<file path="src/rtl/red_centroid_tracker.sv">
// red_centroid_tracker
// Accumulates the coordinates of every non-black pixel in a frame. At frame
// end it snapshots the totals, then a shared restoring divider produces the
// X and Y centroids one quotient bit per cycle. The result is published on a
// single oValid pulse a fixed 57 cycles after the frame-end pixel.
module red_centroid_tracker #(
  parameter int FRAME_WIDTH  = 640,
  parameter int FRAME_HEIGHT = 480,
  parameter int MIN_PIXELS   = 64,
  parameter int SUM_W        = 28,
  parameter int CNT_W        = 19
) (
  input  logic             iCLK,
  input  logic             iRST,
  input  logic [10:0]      iX_Cont,
  input  logic [10:0]      iY_Cont,
  input  logic [11:0]      iRed,
  input  logic [11:0]      iGreen,
  input  logic [11:0]      iBlue,
  input  logic             iDVAL,
  output logic [10:0]      oCentroid_X,
  output logic [10:0]      oCentroid_Y,
  output logic [CNT_W-1:0] oPixel_Count,
  output logic             oFound,
  output logic             oValid,
  output logic             oOverrun
);

  // Frame geometry and thresholds, sized to the ports they are compared with.
  localparam logic [11:0]      X_LIMIT = 12'(FRAME_WIDTH);
  localparam logic [11:0]      Y_LIMIT = 12'(FRAME_HEIGHT);
  localparam logic [10:0]      X_LAST  = 11'(FRAME_WIDTH - 1);
  localparam logic [10:0]      Y_LAST  = 11'(FRAME_HEIGHT - 1);
  localparam logic [CNT_W-1:0] MIN_CNT = CNT_W'(MIN_PIXELS);

  // One divide pass is SUM_W steps; the step counter runs 0..SUM_W-1.
  localparam int               STEP_W    = $clog2(SUM_W);
  localparam logic [STEP_W-1:0] LAST_STEP = STEP_W'(SUM_W - 1);

  // Controller states.
  localparam logic [1:0] ST_IDLE  = 2'd0;
  localparam logic [1:0] ST_DIV_X = 2'd1;
  localparam logic [1:0] ST_DIV_Y = 2'd2;
  localparam logic [1:0] ST_DONE  = 2'd3;

  // Running per-frame accumulators.
  logic [SUM_W-1:0] sum_x_q, sum_x_d;
  logic [SUM_W-1:0] sum_y_q, sum_y_d;
  logic [CNT_W-1:0] cnt_q, cnt_d;

  // Frame-end snapshot. The X sum is loaded straight into the divider's
  // dividend register, so only Y and the count need holding copies.
  logic [SUM_W-1:0] snap_sum_y_q, snap_sum_y_d;
  logic [CNT_W-1:0] snap_cnt_q, snap_cnt_d;

  // Divider: quo holds the dividend shifting out and the quotient shifting in.
  logic [1:0]        state_q, state_d;
  logic [STEP_W-1:0] step_q, step_d;
  logic [SUM_W-1:0]  quo_q, quo_d;
  logic [CNT_W:0]    rem_q, rem_d;
  logic [10:0]       quot_x_q, quot_x_d;

  // Published results.
  logic [10:0]      cent_x_q, cent_x_d;
  logic [10:0]      cent_y_q, cent_y_d;
  logic [CNT_W-1:0] pix_cnt_q, pix_cnt_d;
  logic             found_q, found_d;
  logic             valid_q, valid_d;
  logic             overrun_q, overrun_d;

  // Pixel qualification and this cycle's folded-in totals.
  logic             accepted;
  logic             hit;
  logic             frame_end;
  logic [SUM_W-1:0] sum_x_tot;
  logic [SUM_W-1:0] sum_y_tot;
  logic [CNT_W-1:0] cnt_tot;

  // Divider single-step datapath.
  logic [CNT_W:0]   divisor_ext;
  logic [CNT_W:0]   rem_shift;
  logic             rem_ge;
  logic [CNT_W:0]   rem_next;
  logic [SUM_W-1:0] quo_next;

  // Result formatting for the DONE cycle.
  logic             snap_found;
  logic             snap_zero;

  // Qualify the incoming pixel and add its contribution to the running totals.
  always_comb begin
    accepted  = iDVAL && ({1'b0, iX_Cont} < X_LIMIT) && ({1'b0, iY_Cont} < Y_LIMIT);
    hit       = accepted && (|{iRed, iGreen, iBlue});
    frame_end = accepted && (iX_Cont == X_LAST) && (iY_Cont == Y_LAST);
    sum_x_tot = sum_x_q + (hit ? {{(SUM_W-11){1'b0}}, iX_Cont} : '0);
    sum_y_tot = sum_y_q + (hit ? {{(SUM_W-11){1'b0}}, iY_Cont} : '0);
    cnt_tot   = cnt_q + {{(CNT_W-1){1'b0}}, hit};
    // The frame-end pixel is folded into the totals above, which are handed
    // to the snapshot; the accumulators then restart from zero.
    sum_x_d   = frame_end ? '0 : sum_x_tot;
    sum_y_d   = frame_end ? '0 : sum_y_tot;
    cnt_d     = frame_end ? '0 : cnt_tot;
  end

  // One restoring-division step: shift in the next dividend bit, subtract if it fits.
  always_comb begin
    divisor_ext = {1'b0, snap_cnt_q};
    // The remainder always stays below the divisor, so its top bit is zero
    // before the shift and nothing is lost by shifting the whole register.
    rem_shift   = (rem_q << 1) | {{CNT_W{1'b0}}, quo_q[SUM_W-1]};
    rem_ge      = (rem_shift >= divisor_ext);
    rem_next    = rem_ge ? (rem_shift - divisor_ext) : rem_shift;
    quo_next    = {quo_q[SUM_W-2:0], rem_ge};
  end

  // Controller: snapshot at frame end, two divide passes, then publish.
  always_comb begin
    // NOTE: every signal driven here gets a default first, so no path can leave one unassigned and infer a latch.
    state_d      = state_q;
    step_d       = step_q;
    quo_d        = quo_q;
    rem_d        = rem_q;
    quot_x_d     = quot_x_q;
    snap_sum_y_d = snap_sum_y_q;
    snap_cnt_d   = snap_cnt_q;
    cent_x_d     = cent_x_q;
    cent_y_d     = cent_y_q;
    pix_cnt_d    = pix_cnt_q;
    found_d      = found_q;
    valid_d      = 1'b0;
    overrun_d    = 1'b0;
    snap_found   = (snap_cnt_q >= MIN_CNT);
    snap_zero    = (snap_cnt_q == '0);

    // A frame end is only taken when idle; otherwise it is dropped and flagged.
    // Its data is still discarded because the accumulators clear regardless.
    if (frame_end) begin
      if (state_q == ST_IDLE) begin
        snap_sum_y_d = sum_y_tot;
        snap_cnt_d   = cnt_tot;
        quo_d        = sum_x_tot;
        rem_d        = '0;
        step_d       = '0;
        state_d      = ST_DIV_X;
      end else begin
        overrun_d    = 1'b1;
      end
    end

    case (state_q)
      ST_DIV_X: begin
        quo_d  = quo_next;
        rem_d  = rem_next;
        step_d = step_q + STEP_W'(1);
        if (step_q == LAST_STEP) begin
          // Keep the X quotient, reload the divider with the Y dividend.
          quot_x_d = quo_next[10:0];
          quo_d    = snap_sum_y_q;
          rem_d    = '0;
          step_d   = '0;
          state_d  = ST_DIV_Y;
        end
      end
      ST_DIV_Y: begin
        quo_d  = quo_next;
        rem_d  = rem_next;
        step_d = step_q + STEP_W'(1);
        if (step_q == LAST_STEP) begin
          step_d  = '0;
          state_d = ST_DONE;
        end
      end
      ST_DONE: begin
        // quo_q now holds the Y quotient. A zero count makes the divider
        // produce all-ones, so both quotients are forced to zero then.
        pix_cnt_d = snap_cnt_q;
        found_d   = snap_found;
        cent_x_d  = (snap_found && !snap_zero) ? quot_x_q : '0;
        cent_y_d  = (snap_found && !snap_zero) ? quo_q[10:0] : '0;
        valid_d   = 1'b1;
        state_d   = ST_IDLE;
      end
      default: begin
        // Idle: nothing to do until a frame end arrives.
      end
    endcase
  end

  // State registers; reset clears everything and abandons any division.
  always_ff @(posedge iCLK) begin
    // NOTE: sequential state uses non-blocking assignments so every flop samples pre-edge values.
    if (iRST) begin
      sum_x_q      <= '0;
      sum_y_q      <= '0;
      cnt_q        <= '0;
      snap_sum_y_q <= '0;
      snap_cnt_q   <= '0;
      state_q      <= ST_IDLE;
      step_q       <= '0;
      quo_q        <= '0;
      rem_q        <= '0;
      quot_x_q     <= '0;
      cent_x_q     <= '0;
      cent_y_q     <= '0;
      pix_cnt_q    <= '0;
      found_q      <= 1'b0;
      valid_q      <= 1'b0;
      overrun_q    <= 1'b0;
    end else begin
      sum_x_q      <= sum_x_d;
      sum_y_q      <= sum_y_d;
      cnt_q        <= cnt_d;
      snap_sum_y_q <= snap_sum_y_d;
      snap_cnt_q   <= snap_cnt_d;
      state_q      <= state_d;
      step_q       <= step_d;
      quo_q        <= quo_d;
      rem_q        <= rem_d;
      quot_x_q     <= quot_x_d;
      cent_x_q     <= cent_x_d;
      cent_y_q     <= cent_y_d;
      pix_cnt_q    <= pix_cnt_d;
      found_q      <= found_d;
      valid_q      <= valid_d;
      overrun_q    <= overrun_d;
    end
  end

  assign oCentroid_X  = cent_x_q;
  assign oCentroid_Y  = cent_y_q;
  assign oPixel_Count = pix_cnt_q;
  assign oFound       = found_q;
  assign oValid       = valid_q;
  assign oOverrun     = overrun_q;

endmodule
</file>
<file path="config.mk">
export PLATFORM = sky130hd
export DESIGN_NAME = red_centroid_tracker
export DESIGN_NICKNAME = d
export VERILOG_FILES = /design/src/rtl/red_centroid_tracker.sv
export SDC_FILE = /design/constraint.sdc
export NUM_CORES = 1
export LEC_CHECK = 0
export CAP_MARGIN = 20
export CORE_MARGIN = 1
export CORE_UTILIZATION = 52
export DETAILED_ROUTE_END_ITERATION = 8
export PLACE_DENSITY = 0.77
export SYNTH_ARGS = -nofsm -noshare
export SYNTH_HDL_FRONTEND = slang
export SYNTH_SLANG_ARGS = --single-unit
</file>
<file path="constraint.sdc">
create_clock -name iCLK -period 4.01 [get_ports iCLK]
set_clock_uncertainty 0.2 [all_clocks]
set_input_delay 0.6015 -clock iCLK [delete_from_list [all_inputs] [get_ports iCLK]]
set_output_delay 0.6015 -clock iCLK [all_outputs]
set_load 0.005 [all_outputs]
</file>
# [Word level (Yosys, flattened, before mapping)]
# Index checks and enable logic that the tools add are counted.
[classes] n_reduce_logical=21 muxes=24 order_cmp=4 eq_ne=6 n_addsub=5 n_bitwise=2
[ops] operator="$mux 28" n=3
[ops] operator="$mux 19" n=4
[ops] operator="$add 28x11->28" n=2
[ops] operator="$pmux 28 s2" n=1
[ops] operator="$mux 11" n=4
[ops] operator="$pmux 19 s2" n=1
[ops] operator="$reduce_or 36->1" n=1
[ops] operator="$ge 20x19->1" n=1
[ops] operator="$mux 5" n=4
[ops] operator="$or 20x1->20" n=1
[ops] operator="$add 19x1->19" n=1
[ops] operator="$ge 19x7->1 const B" n=1
[ops] operator="$logic_not 19->1" n=1
[ops] operator="$sub 19x19->19" n=1
[ops] operator="$eq 11x10->1 const B" n=1
[ops] operator="$eq 11x9->1 const B" n=1
[ops] operator="$lt 11x10->1 const B" n=1
[ops] operator="$lt 11x9->1 const B" n=1
[ops] operator="$mux 2" n=4
[ops] operator="$reduce_and 2->1" n=4
[ops] operator="$logic_and 1x1->1" n=6
[ops] operator="$pmux 2 s3" n=1
[ops] operator="$reduce_bool 3->1" n=2
[ops] operator="$reduce_or 2->1" n=3
[ops] operator="9 further kinds" n=12
[totals] elab_cells=78 in_bits=61 output_inout_bits=44 reg_bits=231

# [Longest topological paths before layout]
# Gate-level depths: netlist (run 1).
[depth] depth_word=9 mapped_depth=16 ltp_nobuf=15

# [Worst setup path after synthesis (run 1)]
# Ideal clock, no wire load.
[synth_path] kind="input -> register" start="in iRed[3]" end="reg snap_sum_y_q[20]" setup_slack_ps=-176 required_ps=3724 arrival_ps=3900 setup_ps=86 path_buffers=1 stages=15 path_cell_list="nor4_1 -> nand4_1 -> nor3_1 -> nor2_1 -> clkbuf_1 -> and2_1 -> ha_1 -> fa_1 -> a211o_1 -> a2111oi_0 -> o21a_1 -> o21ai_1 -> nor2b_1 -> xnor2_1 -> a211oi_1"
[synth_between] elab_chain_len=4
[synth_rtl] item="from (decl)" line_no="17" source="input logic [11:0] iRed,"
[synth_rtl] item="$reduce_or 36->1" line_no="93" source="hit = accepted && (|{iRed, iGreen, iBlue});"
[synth_rtl] item="$logic_and 1x1->1" line_no="93"
[synth_rtl] item="$mux 11" line_no="96" source="sum_y_tot = sum_y_q + (hit ? {{(SUM_W-11){1'b0}}, iY_Cont} : '0);"
[synth_rtl] item="$add 28x11->28" line_no="96"
[synth_rtl] item="to (signal assigned)" line_no="213" source="snap_sum_y_q <= snap_sum_y_d;"
[synth_rtl] item="to (decl)" line_no="53" source="logic [SUM_W-1:0] snap_sum_y_q, snap_sum_y_d;"
# Every way passes these cells.
# A chain may end at the register's enable or synchronous reset.

# [Final worst setup path (run 1)]
[layout_path] start="in iX_Cont[8]" end="reg quo_q[26]"
[layout_between] elab_chain_len=9 word_cells_on_any_way=14 cone_classes="1 x add/sub; 1 x order compare; 1 x eq/ne; 4 x mux; 7 x reduce/logical"
[layout_rtl] item="from (decl)" line_no="15" source="input logic [10:0] iX_Cont,"
[layout_rtl] item="$lt 11x10->1" line_no="92" source="accepted = iDVAL && ({1'b0, iX_Cont} < X_LIMIT) && ({1'b0, iY_Cont} < Y_LIMIT);"
[layout_rtl] item="$logic_and 1x1->1 (2 in series)" line_no="92"
[layout_rtl] item="$logic_and 1x1->1" line_no="93"
[layout_rtl] item="$mux 11" line_no="95" source="sum_x_tot = sum_x_q + (hit ? {{(SUM_W-11){1'b0}}, iX_Cont} : '0);"
[layout_rtl] item="$add 28x11->28" line_no="95"
[layout_rtl] item="$mux 28" line_no="138" source="if (state_q == ST_IDLE) begin"
[layout_rtl] item="$mux 28" line_no="137" source="if (frame_end) begin"
[layout_rtl] item="$pmux 28 s2" line_no="150" source="case (state_q)"
[layout_rtl] item="to (signal assigned)" line_no="217" source="quo_q <= quo_d;"
[layout_rtl] item="to (decl)" line_no="59" source="logic [SUM_W-1:0] quo_q, quo_d;"
# Parallel ways exist; a longest one is shown, timed or not. The select of a mux whose other input is x is not followed.

==> results of run 1 <==
-- registers in the layout (all words and copies together) (netlist names) --
register / flops
step_q: 5
rem_q: 19
oCentroid_Y: 11
state_q: 2
oOverrun: 1
quot_x_q: 11
cnt_q: 19
snap_sum_y_q: 28
oValid: 1
oPixel_Count: 19
oCentroid_X: 11
oFound: 1
sum_y_q: 28
quo_q: 28
sum_x_q: 28
snap_cnt_q: 19
-- area by class of cell --
class                           count  area share, %
Inverter                           45           1.20
Clock buffer                       36           5.22
Sequential cell                   231           32.8
Clock inverter                      7          0.524
Tap cell                          275           2.44
Timing Repair Buffer              190           12.5
Multi-Input combinational cell    967           45.2
-- what timing repair did --
action	in CTS	in global routing
gates resized for setup	2	45
setup endpoints to repair	7	56
pin swaps	0	23
setup buffers	0	1
gates cloned	0	0
-- layer usage --
metal  track usage, %  part of all wire (%)
met4             7.09                   2.0
met1             35.7                    45
met2             43.9                    47
met3             3.03                   6.0
met5                0                     0
-- power by group through the flow --
| stage | Sequential [mW] | Combinational, mW | Clock, mW |
|---|---|---|---|
| 6_report | 2.31 | 0.212 | 2.24 |
| 3_3_place_gp | 2.36 | 0.197 | 0 |
| 2_1_floorplan | 2.36 | 0.0854 | 0 |
| 4_1_cts | 2.31 | 0.203 | 2.28 |
| 5_1_grt | 2.31 | 0.228 | 2.37 |
| 3_5_place_dp | 2.36 | 0.200 | 0 |
-- layout by cell type, fill, tap and decap left out, types with 24 or more instances in the layout --
master	netlist	layout
o21ai_0	27	24
nand2_1	105	104
nor2_1	198	197
a22oi_1	24	24
clkdlybuf4s50_1	0	81
nand3_1	34	34
clkbuf_16	0	24
xnor2_1	35	35
xor2_1	45	45
a21oi_1	79	78
mux2i_1	34	34
a211oi_1	42	42
inv_1	42	42
ha_1	50	49
dfxtp_1	231	231
and2_1	26	24
buf_4	0	85
-- synth_stat cells, types with 14 or more instances --
cell type	n	area share, %
dfxtp_1	231	41
nor2_1	198	6.6
nand2_1	105	3.5
a21oi_1	79	3.5
clkbuf_1	51	1.7
ha_1	50	5.5
xor2_1	45	3.5
a211oi_1	42	2.8
inv_1	42	1.4
xnor2_1	35	2.7
mux2i_1	34	3.0
nand3_1	34	1.5
o21ai_0	27	1.2
and2_1	26	1.4
a22oi_1	24	1.6
nand4_1	22	1.2
a221oi_1	20	1.6
and3_1	20	1.1
nor4_1	18	1.0
a211o_1	14	1.1
o21a_1	14	0.93
-- cells by family (layout without fill, tap and decap cells) --
logic type,after synthesis,count (layout),share of synthesized area (%)
flops,231,231,41.0
buf+inv,111,278,3.82
fa+ha+maj,53,53,6.08
simple gates,468,468,19.1
compound gates,320,320,19.9
mux,43,43,3.92
other cells,1,3,0.0332
xor+xnor,80,80,6.21
-- worst max-delay path: cells and delay by family --
family | cells | cell delay, ns
AOI/OAI and AO/OA | 6 | 0.99
buffers and inverters | 5 | 0.98
and+or+nand+nor | 4 | 0.68
adders and majority gates | 2 | 0.56
xor gates and xnor gates | 1 | 0.26
-- stage by stage --
step / util (%) / hold slack [ns] / setup WS, ns / total power, mW / instances
after detailed placement: 61.9 / 0.244 / -0.605 / 2.56 / 1707
after global routing: 66.6 / 0.189 / -0.110 / 4.91 / 1751
after global placement: 61.9 / 0.238 / -0.589 / 2.56 / 1707
after CTS: 65.8 / 0.167 / 0.0297 / 4.79 / 1750
final: 66.6 / 0.183 / 0.178 / 4.77 / 1751
after floorplan: - / 0.232 / 0.00990 / 2.45 / 1309
-- how the worst max path moves through the flow --
stage	endpoint	startpoint	slack, ns
after detailed placement	quo_q[26]	iX_Cont[8]	-0.61
after global placement	quo_q[26]	iX_Cont[8]	-0.59
after global routing	snap_sum_y_q[8]	iBlue[2]	-0.11
after CTS	quo_q[19]	iRed[1]	0.03
after floorplan	snap_sum_y_q[20]	iRed[3]	0.01
final	quo_q[26]	iX_Cont[8]	0.18
==> flow_summary_export.csv, run 1 <==
group,metric,value,unit
global_routing,grt_overflow_total,0,
run,drv_cap,0,
floorplanning,start_util,53.3,%
route,routed-via-count,10100,
clock_network,cts_root_buf,"clkbuf_16",
synthesis,async_flop_share,0,%
floorplanning,num_rows,53,
timing,fin_crit_sh,95.6,%
timing,period_minus_slack,3.83,ns
min_path,hold_end,"snap_sum_y_q[11]",
placement,hpwl,20600,um
route,routed_wirelength,29000,um
clock_network,clock_latency,0.53,ns
route,route.detailed.drc,0,
pwr,ir_worst_vdd,0.211,mV
synthesis,ys_seq_elements,231,
cells_and_area,drive_above_1_share,11.8,%
setup_path,rr_worst_depth,10,
min_path,hold_class,"in -> reg",
synthesis,synth_cell_types,70,
global_routing,grt_pass1_wl,47500,um
setup_path,startpoint_type,"input port",
floorplanning,io_pins,105,
clock_network,cts_buffer_depth,3,
pwr,power_density,338,nW/um2
timing,tightest_slew,1.08,ns
setup_path,worstPathRequired,4.27,ns
cells_and_area,n_antenna_cell,0,
timing,slew_headroom,27.8,%
pwr,power_frac_clock,47.1,%
synthesis,synth_edf_count,0,
cells_and_area,filler_cell_count,1716,
timing,fmax,261,MHz
timing,maxSlewViolCount,0,
clock_network,clkSinkCount,231,
setup_path,reg2reg_from,"snap_cnt_q[5]",
setup_path,critPathSlowestCell,"clkdlybuf4s50_1",
synthesis,synth-seq-area-share,41.0,%
cells_and_area,final_nets,1573,
floorplanning,die_x,149,um
cells_and_area,seqCellArea,4620,um2
route,via_per_inst,5.79,
pwr,seqPwrFrac,48.5,%
placement,gp_congestion,0.912,
clock_network,htree_num_levels,1,
setup_path,path_max_fanout,10,
route,drtIter0Drc,643,
setup_path,crit_path_frequent_cell,"buf_4",
timing,hold_viol,0,
setup_path,path_class,"in -> reg",
global_routing,grt_pass1_vias,9616,
setup_path,crit_path_end_kind,"flip-flop",
setup_path,cp_data_arrival_time,4.09,ns
clock_network,hold_buffers,0,
floorplanning,die_h,149,um
cells_and_area,multi_input_area,6370,um2
pwr,p_leak,5.51,nW
floorplanning,dieArea,22300,um2
min_path,hp-start,"iRST",
pwr,power.switching,1.03,mW
min_path,hold_depth,2,
global_routing,grt_start_max_net_pins,74,
synthesis,avgSynthCellArea,8.63,um2
floorplanning,core,21200,um2
setup_path,path_cells,"clkdlybuf4s50_1, o21ai_2, buf_4, nand4_1, nor2_2, buf_4, and2_1, ha_1, inv_1, fa_1, nor2b_2, o31a_1, o21ai_0, buf_4, a211oi_1, xor2_1, o21ai_1, a21oi_1",
global_routing,grtUsageTotal,26.3,%
clock_network,clkTransAtPathRegs,0.06,ns
global_routing,antenna_found_initial,0,
pwr,intPower,3.74,mW
cells_and_area,fin_area,14100,um2
pwr,p_sw_share,21.6,%
setup_path,slowest_delay,0.44,ns
pwr,combPwrFrac,4.5,%
cells_and_area,areaGrowthSynthToFinish,24.9,%
clock_network,numCtsBuffers,24,
status,status,"completed",
route,first_pass_iters,5,
timing,fin_setup_tns,0,ns
timing,finalSetupViolations,0,
clock_network,cts_tree,"yes",
route,ant_nets,0,
synthesis,synthCells,1307,
setup_path,rrSetupSlack,0.59,ns
setup_path,r2r-end,"rem_q[3]",
placement,place_area,13100,um2
placement,port_buffers,104,
synthesis,synthFlopType,"dfxtp_1",
synthesis,synth_area,11300,um2
route,wire_per_inst,16.6,um
synthesis,yosysWarnings,0,
No activity file was read; power rests on OpenSTA's default activity.
==> run 2: changes to the inputs <==
==> constraint.sdc (replaced) <==
create_clock -name iCLK -period 4.01 [get_ports iCLK]
set_clock_uncertainty 0.2 [all_clocks]
set_input_delay 0.802 -clock iCLK [delete_from_list [all_inputs] [get_ports iCLK]]
set_output_delay 0.802 -clock iCLK [all_outputs]
set_load 0.005 [all_outputs]
==> run 2 against run 1 <==
- hold slack better by 0.074 ns
- total power decreased by 1.9%
- highest routed layer unchanged
- cell area is 2.1% higher
- non-clock buffer count increased by 34
- worst setup slack got worse by 0.075 ns
- flip-flop and latch count unchanged
- cell count is 1.9% higher
- first-iteration DRC count increased by 0.78%
==> flow_summary_export.csv, run 2 (synthesized netlist as in run 1, its figures left out) <==
group,metric,value,unit
status,status,"completed",
global_routing,grt_pass1_wl,48700,um
floorplanning,die_x,149,um
pwr,p_total,4.68,mW
floorplanning,die_h,149,um
cells_and_area,layout_commonest_cell,"dfxtp_1",
pwr,p_leak,5.60,nW
cells_and_area,filler_cell_count,1697,
cells_and_area,n_antenna_cell,0,
route,wire_per_inst,16.6,um
placement,port_buffers,104,
floorplanning,num_rows,53,
timing,rsz0062_at_grt,"true",
route,ant_nets,0,
route,first_pass_iters,5,
cells_and_area,drive_above_1_share,15.3,%
clock_network,clkSinkCount,231,
timing,hold_slack,0.257,ns
setup_path,r2r-end,"rem_q[3]",
setup_path,crit_path_end_kind,"flip-flop",
min_path,hp-start,"quot_x_q[10]",
floorplanning,io_pins,105,
timing,hold_viol,0,
floorplanning,start_util,53.3,%
cells_and_area,final_nets,1607,
clock_network,clkTransAtPathRegs,0.06,ns
setup_path,rr_worst_depth,12,
timing,slew_headroom,26.7,%
setup_path,reg2reg_from,"quo_q[27]",
global_routing,grtUsageTotal,27.0,%
setup_path,path_max_fanout,3,
pwr,ir_worst_vdd,0.257,mV
placement,hpwl,20900,um
clock_network,clock_latency,0.53,ns
clock_network,htree_num_levels,1,
setup_path,critPathSlowestCell,"clkdlybuf4s50_1",
clock_network,cts_tree,"yes",
pwr,power_density,325,nW/um2
setup_path,worstPathRequired,4.22,ns
run,drv_cap,0,
global_routing,grt_overflow_total,0,
global_routing,antenna_found_initial,0,
timing,tightest_slew,1.10,ns
route,route.detailed.drc,0,
route,drtIter0Drc,648,
global_routing,grt_pass1_vias,9892,
min_path,hold_class,"reg -> reg",
setup_path,slowest_delay,0.53,ns
timing,period_minus_slack,3.91,ns
clock_network,cts_root_buf,"clkbuf_16",
route,routed_wirelength,29700,um
timing,finalSetupViolations,0,
route,routed-via-count,10400,
min_path,hold_depth,2,
timing,fin_crit_sh,97.4,%
global_routing,grt_start_max_net_pins,103,
setup_path,startpoint_type,"input port",
setup_path,rrSetupSlack,0.61,ns
clock_network,numCtsBuffers,24,
cells_and_area,areaGrowthSynthToFinish,27.5,%
min_path,hold_end,"quot_x_q[10]",
setup_path,path_cells,"clkdlybuf4s50_1, o21ai_2, buf_4, nand4_1, nor2_4, buf_6, and2_4, ha_4, fa_2, a211o_1, a2111oi_4, buf_4, o21ai_2, a21oi_2, xor2_1, mux2_4, nor2_2",
placement,gp_congestion,0.935,
setup_path,startpoint,"iX_Cont[9]",
cells_and_area,layout_common_cells,"231 x dfxtp_1, 194 x nor2_1, 112 x buf_4, 103 x nand2_1, 76 x a21oi_1",
route,via_per_inst,5.80,
floorplanning,core,21200,um2
timing,maxSlewViolCount,0,
timing,fmax,256,MHz
setup_path,cp_data_arrival_time,4.11,ns
setup_path,path_class,"in -> reg",
floorplanning,dieArea,22300,um2
clock_network,cts_buffer_depth,3,
==> run 2: changes by cell type in the layout (fill, tap and decap cells not counted), moves of 3 or more <==
cell | before | now
buf_4 | 85 | 112
clkdlybuf4s50_1 | 81 | 66
dlymetal6s2s_1 | 22 | 7
dlygate4sd2_1 | 0 | 14
clkdlybuf4s15_1 | 0 | 9
clkbuf_2 | 0 | 7
buf_12 | 2 | 6
buf_6 | 0 | 3
nor2_1 | 197 | 194
==> run 2: power breakdown <==
group,switching (mW),internal (mW)
Clock,0.914,1.23
Sequential,0.00611,2.30
Combinational,0.119,0.105
==> run 2: critical path, delay by kind of cell <==
kind,cells,cell delay [ns]
buffers and inverters,4,0.97
muxes,1,0.19
adders and majority gates,2,0.48
xor gates and xnor gates,1,0.23
and+or+nand+nor,4,0.44
AOI/OAI and AO/OA,5,0.99
==> run 2: worst max path at each step <==
stage | endpoint | slack, ns | depth (start not counted)
after floorplan | snap_sum_y_q[10] | 0.003 | 15
after global placement | quo_q[26] | -0.71 | 17
after detailed placement | snap_sum_y_q[20] | -0.80 | 16
after CTS | snap_sum_y_q[22] | 0.006 | 17
after global routing | snap_sum_y_q[10] | -0.12 | 17
final | snap_sum_y_q[10] | 0.10 | 17
==> run 2: metal layers <==
layer / routed length, um / GRT usage (%)
met5: 0 / 0
met4: 835 / 8.72
met3: 1700 / 3.33
met2: 13700 / 44.0
met1: 13500 / 36.9
==> run 2: per-stage QoR <==
step / cell area (um2) / TNS, ns / setup WS (ns) / utilization [%] / instances
2_1_floorplan: 11300 / 0 / 0.00313 / - / 1309
3_3_place_gp: 13300 / -39.64 / -0.713 / 63.1 / 1730
3_5_place_dp: 13300 / -44.98 / -0.799 / 63.1 / 1730
4_1_cts: 14200 / 0 / 0.00571 / 67.2 / 1779
5_1_grt: 14400 / -2.07 / -0.124 / 68.0 / 1784
6_report: 14400 / 0 / 0.103 / 68.0 / 1784
==> run 2: final cells by class <==
class	count	area, um2	area share, %
tap	275	344	2.39
clock inverter	8	56.3	0.392
clock buffer	34	708	4.93
multi-input combinational	967	6490	45.1
sequential	231	4620	32.2
inverter	45	169	1.17
timing repair buffer	224	1990	13.8
==> run 2: what timing repair did <==
action	CTS	global route
endpoints found under the setup margin	40	54
gates resized for setup	50	61
endpoints found under the hold margin	0	0
pin swaps	25	29
buffers inserted	7	5
hold buffers	0	0
==> run 3: changes to the inputs <==
Settings changed: CTS_BUF_LIST set to sky130_fd_sc_hd__clkbuf_16.
==> run 3 against run 2 <==
- cell count up 0.11%
- flip-flop and latch count unchanged
- critical path depth unchanged
- clock-buffer cell count down 10
- non-clock buffer count up 2
- critical path type unchanged
- largest cell class unchanged
- highest routed layer unchanged
==> flow_summary_export.csv, run 3 (synthesized netlist as in run 1, its figures left out) <==
group,metric,value,unit
status,status,"completed",
floorplanning,die_x,149,um
clock_network,htree_num_levels,1,
cells_and_area,n_antenna_cell,0,
setup_path,worstPathRequired,4.21,ns
pwr,ir_worst_vdd,0.196,mV
global_routing,antenna_found_initial,0,
cells_and_area,layout_commonest_cell,"dfxtp_1",
setup_path,reg2reg_from,"quo_q[27]",
pwr,intPower,3.50,mW
route,drtIter0Drc,685,
route,highest_layer,"met4",
pwr,power.switching,1.04,mW
placement,hpwl,20900,um
route,routed-via-count,10400,
setup_path,path_cells,"dlygate4sd2_1, nor4_1, nand3_1, nor3_4, nor2_4, buf_6, buf_4, and2_4, fa_2, a211o_1, a2111oi_4, buf_4, o21ai_2, a21oi_2, xor2_1, mux2_4, nor2_2",
clock_network,cts_buffer_depth,3,
pwr,seqPwrFrac,50.9,%
setup_path,crit_path_frequent_cell,"buf_4",
floorplanning,dieArea,22300,um2
route,wl_met2,13800,um
timing,period_minus_slack,3.94,ns
floorplanning,die_h,149,um
cells_and_area,areaGrowthSynthToFinish,27.6,%
cells_and_area,layout_common_cells,"231 x dfxtp_1, 194 x nor2_1, 115 x buf_4, 103 x nand2_1, 76 x a21oi_1",
timing,finalSetupViolations,0,
clock_network,cts_root_buf,"clkbuf_16",
placement,gp_congestion,0.935,
clock_network,clkSinkCount,231,
floorplanning,core,21200,um2
setup_path,cp_top_family,"simple AND/OR/NAND/NOR gates",
global_routing,grt_start_max_net_pins,103,
cells_and_area,filler_cell_count,1694,
setup_path,crit_path_end_kind,"flip-flop",
route,routed_wirelength,29900,um
clock_network,numCtsBuffers,24,
clock_network,clock_latency,0.52,ns
route,via_per_inst,5.81,
clock_network,clkTransAtPathRegs,0.06,ns
timing,fmax,254,MHz
setup_path,rrSetupSlack,0.62,ns
min_path,hold_depth,2,
setup_path,startpoint_type,"input port",
pwr,power_density,316,nW/um2
setup_path,r2r-end,"rem_q[3]",
global_routing,grt_overflow_total,0,
route,route.detailed.drc,0,
timing,tightest_slew,1.18,ns
global_routing,grtUsageTotal,26.9,%
global_routing,grt_pass1_vias,9940,
pwr,p_leak,5.59,nW
cells_and_area,fin_area,14400,um2
cells_and_area,drive_above_1_share,14.7,%
setup_path,crit_buf_inv,4,
min_path,hp-start,"quot_x_q[10]",
min_path,hold_class,"reg -> reg",
floorplanning,num_rows,53,
timing,maxSlewViolCount,0,
setup_path,slowest_delay,0.38,ns
route,wire_per_inst,16.7,um
pwr,power_frac_clock,44.1,%
global_routing,grt_pass1_wl,48800,um
timing,hold_viol,0,
placement,port_buffers,104,
timing,slew_headroom,21.6,%
setup_path,rr_worst_depth,12,
setup_path,critPathSlowestCell,"a2111oi_4",
pwr,combPwrFrac,5.0,%
floorplanning,io_pins,105,
route,wl_met1,13500,um
pwr,p_sw_share,23.0,%
setup_path,cp_data_arrival_time,4.15,ns
setup_path,path_max_fanout,4,
route,first_pass_iters,5,
setup_path,path_class,"in -> reg",
cells_and_area,final_nets,1609,
setup_path,path_depth,17,
route,wl_met3,1870,um
floorplanning,start_util,53.3,%
placement,place_ws,-0.799,ns
route,ant_nets,0,
timing,fin_crit_sh,98.3,%
clock_network,cts_tree,"yes",
run,drv_cap,0,
placement,place_area,13300,um2
timing,setup_slack,0.0669,ns
min_path,hold_end,"quot_x_q[10]",
[run 3: changes by cell type in the layout (fill, tap and decap cells not counted), sizes merged]
| cell | previous run | this run |
|---|---|---|
| inv | 44 | 47 |
| clkbuf | 41 | 24 |
| dlygate4sd2 | 14 | 18 |
| buf | 121 | 123 |
| clkdlybuf4s15 | 9 | 13 |
| clkdlybuf4s50 | 66 | 65 |
| clkinv | 7 | 14 |
[run 3: worst reg2reg max path, stage by stage (launching register included)]
cell      delay (ns)
dfxtp_1         0.38
inv_1           0.06
ha_1            0.19
inv_1           0.07
fa_1            0.21
a21o_1          0.17
a221oi_1        0.15
or4_1           0.59
a31oi_2         0.21
buf_4           0.24
clkinv_1        0.34
o31a_1          0.40
o21ai_1         0.11
[run 3: cell type report]
class	instances	area, um2	share of cell area [%]
Clock buffer	24	601	4.17
Tap cell	275	344	2.39
Inverter	45	169	1.17
Clock inverter	18	93.8	0.652
Multi-Input combinational cell	967	6520	45.3
Sequential cell	231	4620	32.1
Timing Repair Buffer	226	2030	14.1
[run 3: worst max path at each step]
stage | slack [ns] | from | endpoint
floorplan | 0.003 | iRed[3] | snap_sum_y_q[10]
global placement | -0.71 | iX_Cont[8] | quo_q[26]
detailed placement | -0.80 | iRed[7] | snap_sum_y_q[20]
CTS | 0.0009 | iRed[0] | snap_sum_y_q[20]
global route | -0.06 | iBlue[4] | snap_sum_y_q[10]
finish | 0.07 | iBlue[4] | snap_sum_y_q[10]
[run 3: metal layers]
metal	vias up	global-route usage, %
li1	5050	-
met1	4935	36.4
met2	330	44.6
met3	63	3.49
met4	0	8.11
met5	-	0
[run 3: repair_timing]
action	4_1_cts	5_1_grt
gates resized for setup	54	52
buffers inserted	10	4
hold buffers	0	0
endpoints found under the setup margin	41	55
cloned	0	0
pin swaps	26	30
[run 3: power groups by stage]
stage | clock network (mW) | logic [mW] | registers (mW)
2_1_floorplan | 0 | 0.0865 | 2.36
3_3_place_gp | 0 | 0.205 | 2.36
3_5_place_dp | 0 | 0.208 | 2.36
4_1_cts | 2.02 | 0.210 | 2.31
5_1_grt | 2.12 | 0.245 | 2.31
6_report | 2.00 | 0.227 | 2.31
[run 3: through the flow]
step	std cells	power [mW]	hold slack, ns	TNS (ns)	util, %
3_5_place_dp	1730	2.57	0.248	-44.98	63.1
6_report	1786	4.54	0.257	0	68.0
2_1_floorplan	1309	2.45	0.232	0	-
5_1_grt	1786	4.67	0.272	-0.376	68.0
3_3_place_gp	1730	2.57	0.242	-39.64	63.1
4_1_cts	1782	4.54	0.257	0	67.0
